$ cat src/rtl/envelope_ctrl.sv
// Envelope register block: NRx2/NRx4 writes, trigger pulse, channel enable, 512 Hz frame sequencer ticks.
// Optional feature: define ENVELOPE_CTRL_SHADOW_EN to latch volume/add/period only on trigger.
module envelope_ctrl #(
   parameter int unsigned CLK_DIV = 8192
) (
   input  logic       clk,
   input  logic       reset,
   input  logic       wr_en,
   input  logic       wr_addr,
   input  logic [7:0] wr_data,
   output logic [3:0] starting_volume,
   output logic       envelope_add,
   output logic [2:0] period,
   output logic       trigger,
   output logic       dac_enable,
   output logic       channel_enable,
   output logic       env_tick,
   output logic       length_tick
);

   localparam int DIV_W = 16;
   localparam logic [DIV_W-1:0] DIV_LAST = DIV_W'(CLK_DIV - 1);

   logic [7:0]       nrx2_q, nrx2_d;
   logic             trigger_q, trigger_d;
   logic             channel_enable_q, channel_enable_d;
   logic [DIV_W-1:0] div_q, div_d;
   logic [2:0]       step_q, step_d;
   logic             env_tick_q, env_tick_d;
   logic             length_tick_q, length_tick_d;
   logic             nrx2_wr;
   logic             nrx4_trig;
   logic             wrap;

   assign dac_enable = |nrx2_q[7:3];

   always_comb begin
      nrx2_wr   = wr_en && !wr_addr;
      nrx4_trig = wr_en && wr_addr && wr_data[7];
      nrx2_d    = nrx2_wr ? wr_data : nrx2_q;
      // A trigger is only launched against the DAC state stored before this edge.
      trigger_d = nrx4_trig && dac_enable;

      channel_enable_d = channel_enable_q;
      if (nrx2_wr && (wr_data[7:3] == 5'd0)) begin
         channel_enable_d = 1'b0;
      end else if (trigger_d) begin
         channel_enable_d = 1'b1;
      end

      wrap          = (div_q == DIV_LAST);
      div_d         = wrap ? '0 : div_q + 1'b1;
      step_d        = wrap ? step_q + 3'd1 : step_q;
      // Ticks are flagged on the same edge the step counter moves into the new step.
      length_tick_d = wrap && !step_d[0];
      env_tick_d    = wrap && (step_q == 3'd6);
   end

   always_ff @(posedge clk or posedge reset) begin
      if (reset) begin
         nrx2_q           <= '0;
         trigger_q        <= 1'b0;
         channel_enable_q <= 1'b0;
         div_q            <= '0;
         step_q           <= '0;
         env_tick_q       <= 1'b0;
         length_tick_q    <= 1'b0;
      end else begin
         nrx2_q           <= nrx2_d;
         trigger_q        <= trigger_d;
         channel_enable_q <= channel_enable_d;
         div_q            <= div_d;
         step_q           <= step_d;
         env_tick_q       <= env_tick_d;
         length_tick_q    <= length_tick_d;
      end
   end

`ifdef ENVELOPE_CTRL_SHADOW_EN
   logic [7:0] shadow_q, shadow_d;

   always_comb begin
      shadow_d = trigger_d ? nrx2_q : shadow_q;
   end

   always_ff @(posedge clk or posedge reset) begin
      if (reset) begin
         shadow_q <= '0;
      end else begin
         shadow_q <= shadow_d;
      end
   end

   assign starting_volume = shadow_q[7:4];
   assign envelope_add    = shadow_q[3];
   assign period          = shadow_q[2:0];
`else
   assign starting_volume = nrx2_q[7:4];
   assign envelope_add    = nrx2_q[3];
   assign period          = nrx2_q[2:0];
`endif

   assign trigger        = trigger_q;
   assign channel_enable = channel_enable_q;
   assign env_tick       = env_tick_q;
   assign length_tick    = length_tick_q;

endmodule

$ cat config.mk
export PLATFORM = sky130hd
export DESIGN_NAME = envelope_ctrl
export DESIGN_NICKNAME = d
export VERILOG_FILES = /design/src/rtl/envelope_ctrl.sv
export SDC_FILE = /design/constraint.sdc
export NUM_CORES = 1
export LEC_CHECK = 0
export ABC_CLOCK_PERIOD_IN_PS = 1800
export BUFFER_PORTS_ARGS = -buffer_cell sky130_fd_sc_hd__buf_2
export CELL_PAD_IN_SITES_DETAIL_PLACEMENT = 1
export CELL_PAD_IN_SITES_GLOBAL_PLACEMENT = 2
export CORE_AREA = 2 2 51 89
export CTS_BUF_LIST = sky130_fd_sc_hd__clkbuf_16
export DETAILED_ROUTE_END_ITERATION = 8
export DIE_AREA = 0 0 53 91
export PLACE_DENSITY = 0.76
export SLEW_MARGIN = 20
export SYNTH_ARGS = -nofsm -noshare
export SYNTH_HDL_FRONTEND = slang
export SYNTH_SLANG_ARGS = --single-unit
$ cat constraint.sdc
create_clock -name clk -period 1.8 [get_ports clk]
set_input_delay 0.36 -clock clk [delete_from_list [all_inputs] [get_ports clk]]
set_output_delay 0.36 -clock clk [all_outputs]
set_load 0.05 [all_outputs]
==> results of run 1 <==
-- metal layers --
layer	global-route usage, %	vias up
li1	-	423
met2	24.1	28
met1	12.2	445
met5	0	-
met4	7.26	0
met3	5.26	4
-- report_power, final --
group	internal (uW)	switching [uW]
Clock	494	263
Combinational	58.4	157
Sequential	728	18.3
Total	1280	439
-- cell families (layout without fill, tap and decap cells) --
| group | after synthesis | count (layout) | synth area share [%] |
|---|---|---|---|
| AO/OA/AOI/OAI | 2 | 2 | 0.834 |
| flip-flops | 31 | 31 | 57.5 |
| XOR/XNOR | 15 | 15 | 9.73 |
| AND/OR/NAND/NOR | 41 | 41 | 18.0 |
| buffers and inverters | 7 | 38 | 2.87 |
| multiplexers | 9 | 9 | 7.41 |
| adder cells (fa/ha/maj) | 4 | 4 | 3.71 |
-- sequential cells by signal, indices dropped and copies added (netlist names) --
signal and count:
channel_enable 1, nrx2_q 8, trigger 1, div_q 16
length_tick 1, env_tick 1, step_q 3
-- worst max-delay path: cells and delay by family, from the launching register on --
kind | cells | cell delay (ns)
and+or+nand+nor | 3 | 0.68
adders and majority gates | 2 | 0.47
DFF | 1 | 0.39
-- cell usage in the layout, fill, tap and decap left out, types with 5 or more instances in the layout --
| cell | count |
|---|---|
| dfrtp_1 | 31 |
| buf_2 | 24 |
| nor2_1 | 13 |
| xnor2_1 | 11 |
| mux2_2 | 8 |
| nand2_1 | 5 |
| nor3_1 | 5 |
| inv_1 | 5 |
| clkbuf_16 | 5 |
-- area by class of cell --
| type | count | area [sq um] |
|---|---|---|
| Clock buffer | 5 | 125 |
| Fill cell | 447 | 2410 |
| Clock inverter | 2 | 8.76 |
| Sequential cell | 31 | 776 |
| Timing Repair Buffer | 26 | 135 |
| Multi-Input combinational cell | 71 | 536 |
| Inverter | 5 | 18.8 |
| Tap cell | 49 | 61.3 |
-- metrics by stage --
| step | instance area (sq um) | cells | utilization, % | total power [uW] |
|---|---|---|---|---|
| floorplan | 1350 | 109 | - | 913 |
| global placement | 1530 | 182 | 37.5 | 969 |
| detailed placement | 1530 | 182 | 37.5 | 977 |
| CTS | 1660 | 189 | 40.8 | 1760 |
| global route | 1660 | 189 | 40.8 | 1800 |
| finish | 1660 | 189 | 40.8 | 1720 |
-- worst paths after layout --
| path | startpoint | slack [ns] | endpoint | depth (start not counted) |
|---|---|---|---|---|
| max | div_q[0] | 0.14 | step_q[0] | 5 |
| min | reset | 0.17 | step_q[1] | 3 |
| max reg2reg | div_q[0] | 0.14 | step_q[0] | 5 |
| min reg2reg | div_q[12] | 0.47 | div_q[12] | 1 |
| max in group asynchronous | reset | 1.35 | div_q[13] | 3 |
| min in group clk | wr_data[0] | 0.33 | nrx2_q[0] | 2 |
==> impl_metrics.toml, run 1 <==
[route]
top_layer = "met4"
wl_met1_um = 978
wl_met3_um = 159
viasPerCell = 4.76
wl_met2_um = 1560
routedWlPerCell_um = 14.5
finalWirelength_um = 2750
num_vias = 900
route.detailed.drc = 0
first_pass_iters = 4
drt_iter0_markers = 10
antenna_left = 0

[floorplan]
start_util_pct = 33.1
core_sq_um = 4070
ios = 25
fp.dieW_um = 53
die_y_um = 91
dieArea_sq_um = 4820
core.rowCount = 31

[synth]
post-synth-top-count-cell = "dfrtp_1"
synthesis.nets = 125
synth_top_area_cell = "dfrtp_1"
async_reset_ff_share_pct = 100
synth_top_area_share_pct = 57.5
ys_top_cells_by_count = "dfrtp_1, nor2_1, xnor2_1"
seq_area_frac_synth_pct = 57.5
ys_ff_latch = 31
yosys_warnings = 0
syn_avg_cell_area_sq_um = 12.4
syn_inst = 109
synth_area_leaders = "dfrtp_1, xnor2_1, mux2_2"
synth_ff_type = "dfrtp_1"
netlist_area_sq_um = 1350
synth_cell_types = 26
synth_edf_count = 0

[min_path]
hold_path.class = "in2async"

[placement]
io_buffers = 24
place.gp.congestion = 0.759
place_ws_ns = 0.122
dpl.hpwl_um = 2070

[grt]
grt_first_pass_wirelength_um = 4640
grt.total_usage_pct = 13.5
grt_max_degree = 32
grt_pass1_vias = 1031
grt_remaining_overflow = 0
antenna_found_initial = 0

[timing]
fin_crit_sh_pct = 92.2
clock.fmax_mhz = 602
rsz0062_at_grt = "no"
min_period_ns = 1.66
slew_headroom_pct = 72.9
tightest_slew_ns = 0.403
maxSlewViolCount = 0
hold_viol_final = 0
setup-violations-final = 0
hold_ws_ns = 0.170
setup_tns_ns = 0
fin_ws_ns = 0.140
skew_ns = 0.00304

[clocking]
htree_levels = 2
cts_buffer_depth = 2
cts.repair.resized = 0
clkSinkCount = 31
cts_buffers = 5
postCtsSetupRepairBufs = 0
clock_latency_ns = 0.27
cts_hold_buf = 0
cts_tree = "yes"
cts_root_buf = "clkbuf_16"
clk_pin_slew_ns = 0.05

[setup_path]
max_stage_delay_ns = 0.39
cp_slowest_cell = "dfrtp_1"
path_class = "reg2reg"
path_cells = "ha_1 -> nand3_2 -> nor2_2 -> and3_4 -> ha_1"
worstPathRequired_ns = 1.95
path_common_cell = "ha_1"
crit_fanout = 11
end_kind = "register"
crit_arrival_ns = 1.81
start_kind = "register"

[run_status]
status = "completed"

[flow_run]
maxCapViolations = 0

[pwr]
power.leakage_uw = 0.000792
vdd_drop_max_v = 0.000697
powerDensity_nw_per_um2 = 1040

[layout]
num_antenna_cells = 0
drive_gt1_share_pct = 34.3
final_nets = 156
areaGrowthSynthToFinish_pct = 23.0
Power figures use the tool's default switching activity.
==> inputs of run 2 (changes only) <==
--- a/config.mk
+++ b/config.mk
@@ -5,7 +5,7 @@
 export SDC_FILE = /design/constraint.sdc
 export NUM_CORES = 1
 export LEC_CHECK = 0
-export ABC_CLOCK_PERIOD_IN_PS = 1800
+export ABC_CLOCK_PERIOD_IN_PS = 1900
 export BUFFER_PORTS_ARGS = -buffer_cell sky130_fd_sc_hd__buf_2
 export CELL_PAD_IN_SITES_DETAIL_PLACEMENT = 1
 export CELL_PAD_IN_SITES_GLOBAL_PLACEMENT = 2
==> constraint.sdc (replaced) <==
create_clock -name clk -period 1.9 [get_ports clk]
set_input_delay 0.38 -clock clk [delete_from_list [all_inputs] [get_ports clk]]
set_output_delay 0.38 -clock clk [all_outputs]
set_load 0.05 [all_outputs]
==> impl_metrics.toml, run 2 (synthesized netlist as in run 1, its figures left out) <==
[run_status]
status = "completed"

[clocking]
clock_latency_ns = 0.27
cts_buffers = 5
clkSinkCount = 31
htree_levels = 2
clk_pin_slew_ns = 0.05
cts_tree = "yes"
cts.repair.resized = 0
cts_hold_buf = 0
cts_root_buf = "clkbuf_16"
cts_buffer_depth = 2
postCtsSetupRepairBufs = 0

[setup_path]
worstReg2RegEnd = "step_q[0]"
r2r_setup_slack_ns = 0.26
crit_arrival_ns = 1.26
path_class = "reg2out"
r2r_cells = 5
crit_fanout = 3
end_kind = "primary output"
start_kind = "register"
worstPathRequired_ns = 1.52
worstSetupStartpoint = "nrx2_q[4]"
r2r_start = "div_q[0]"

[grt]
grt.busiest_layer = "met2"
grtUsageMet2_pct = 23.6
grt_pass1_vias = 1032
met3_usage_pct = 4.77
antenna_found_initial = 0
grt_first_pass_wirelength_um = 4470
grt_max_degree = 32
grt.total_usage_pct = 13.2
grt_remaining_overflow = 0
use_met1_pct = 11.0

[pwr]
power.leakage_uw = 0.000801
vdd_drop_max_v = 0.000515
powerDensity_nw_per_um2 = 986

[layout]
final_common_cell = "dfrtp_1"
num_antenna_cells = 0
areaGrowthSynthToFinish_pct = 23.3
post-route-util_pct = 40.9
drive_gt1_share_pct = 34.0
regMostFlops = "div_q"
largest_register_ffs = 16
fillers = 458
final_cell_mix = "dfrtp_1, buf_2, nor2_1"
final_nets = 156
reg_top3 = "div_q (16), nrx2_q (8), step_q (3)"

[floorplan]
core.rowCount = 31
ios = 25
dieArea_sq_um = 4820
start_util_pct = 33.1
core_sq_um = 4070
die_y_um = 91
fp.dieW_um = 53

[min_path]
hold_path.class = "in2async"

[route]
antenna_left = 0
route.detailed.drc = 0
viasPerCell = 4.85
first_pass_iters = 2
finalWirelength_um = 2690
drt_iter0_markers = 7
num_vias = 921
routedWlPerCell_um = 14.2

[timing]
maxSlewViolCount = 0
skew_ns = 0.00188
tightest_slew_ns = 0.391
clock.fmax_mhz = 609
rsz0062_at_grt = "no"
setup_tns_ns = 0
slew_headroom_pct = 73.7
hold_viol_final = 0
fin_crit_sh_pct = 86.5
min_period_ns = 1.64
setup-violations-final = 0

[flow_run]
maxCapViolations = 0

[placement]
io_buffers = 24
place.gp.congestion = 0.759
dpl.hpwl_um = 2040
[run 2: stage by stage]
step | hold WS (ns) | cells | power (uW) | worst slack [ns] | area, sq um
global placement | 0.457 | 182 | 918 | 0.315 | 1530
global route | 0.223 | 190 | 1720 | 0.0991 | 1660
CTS | 0.203 | 190 | 1670 | 0.232 | 1660
floorplan | 0.438 | 109 | 865 | 0.352 | 1350
detailed placement | 0.456 | 182 | 925 | 0.236 | 1530
finish | 0.183 | 190 | 1640 | 0.257 | 1660
[run 2: how the worst max path moves through the flow]
stage	endpoint	slack [ns]
4_1_cts	dac_enable	0.23
3_3_place_gp	step_q[0]	0.32
2_1_floorplan	dac_enable	0.35
5_1_grt	step_q[0]	0.1
6_report	dac_enable	0.26
3_5_place_dp	step_q[0]	0.24
[run 2: layer usage]
layer / share of wire [%] / vias up
li1: - / 424
met1: 35 / 461
met2: 56 / 28
met3: 5.4 / 8
met4: 3.4 / 0
met5: 0 / -
[run 2: final cells by class]
cell class | count | area, sq um | share of cell area [%]
well taps | 49 | 61.3 | 3.68
inverters | 5 | 18.8 | 1.13
repair buffers | 26 | 135 | 8.12
multi-input cells | 71 | 536 | 32.2
flip-flops and latches | 31 | 776 | 46.6
clock inverters | 3 | 12.5 | 0.752
clock buffers | 5 | 125 | 7.52
[run 2: critical path, stage by stage (launching register included)]
cell and delay (ns):
dfrtp_1 0.39, nor3_1 0.29, nand2_1 0.09, buf_2 0.22
[run 2: report_power, final]
part / switching, uW / total [uW] / internal, uW
Sequential: 16.2 / 706 / 690
Combinational: 150 / 205 / 55.4
Clock: 259 / 730 / 471
Total: 425 / 1640 / 1220
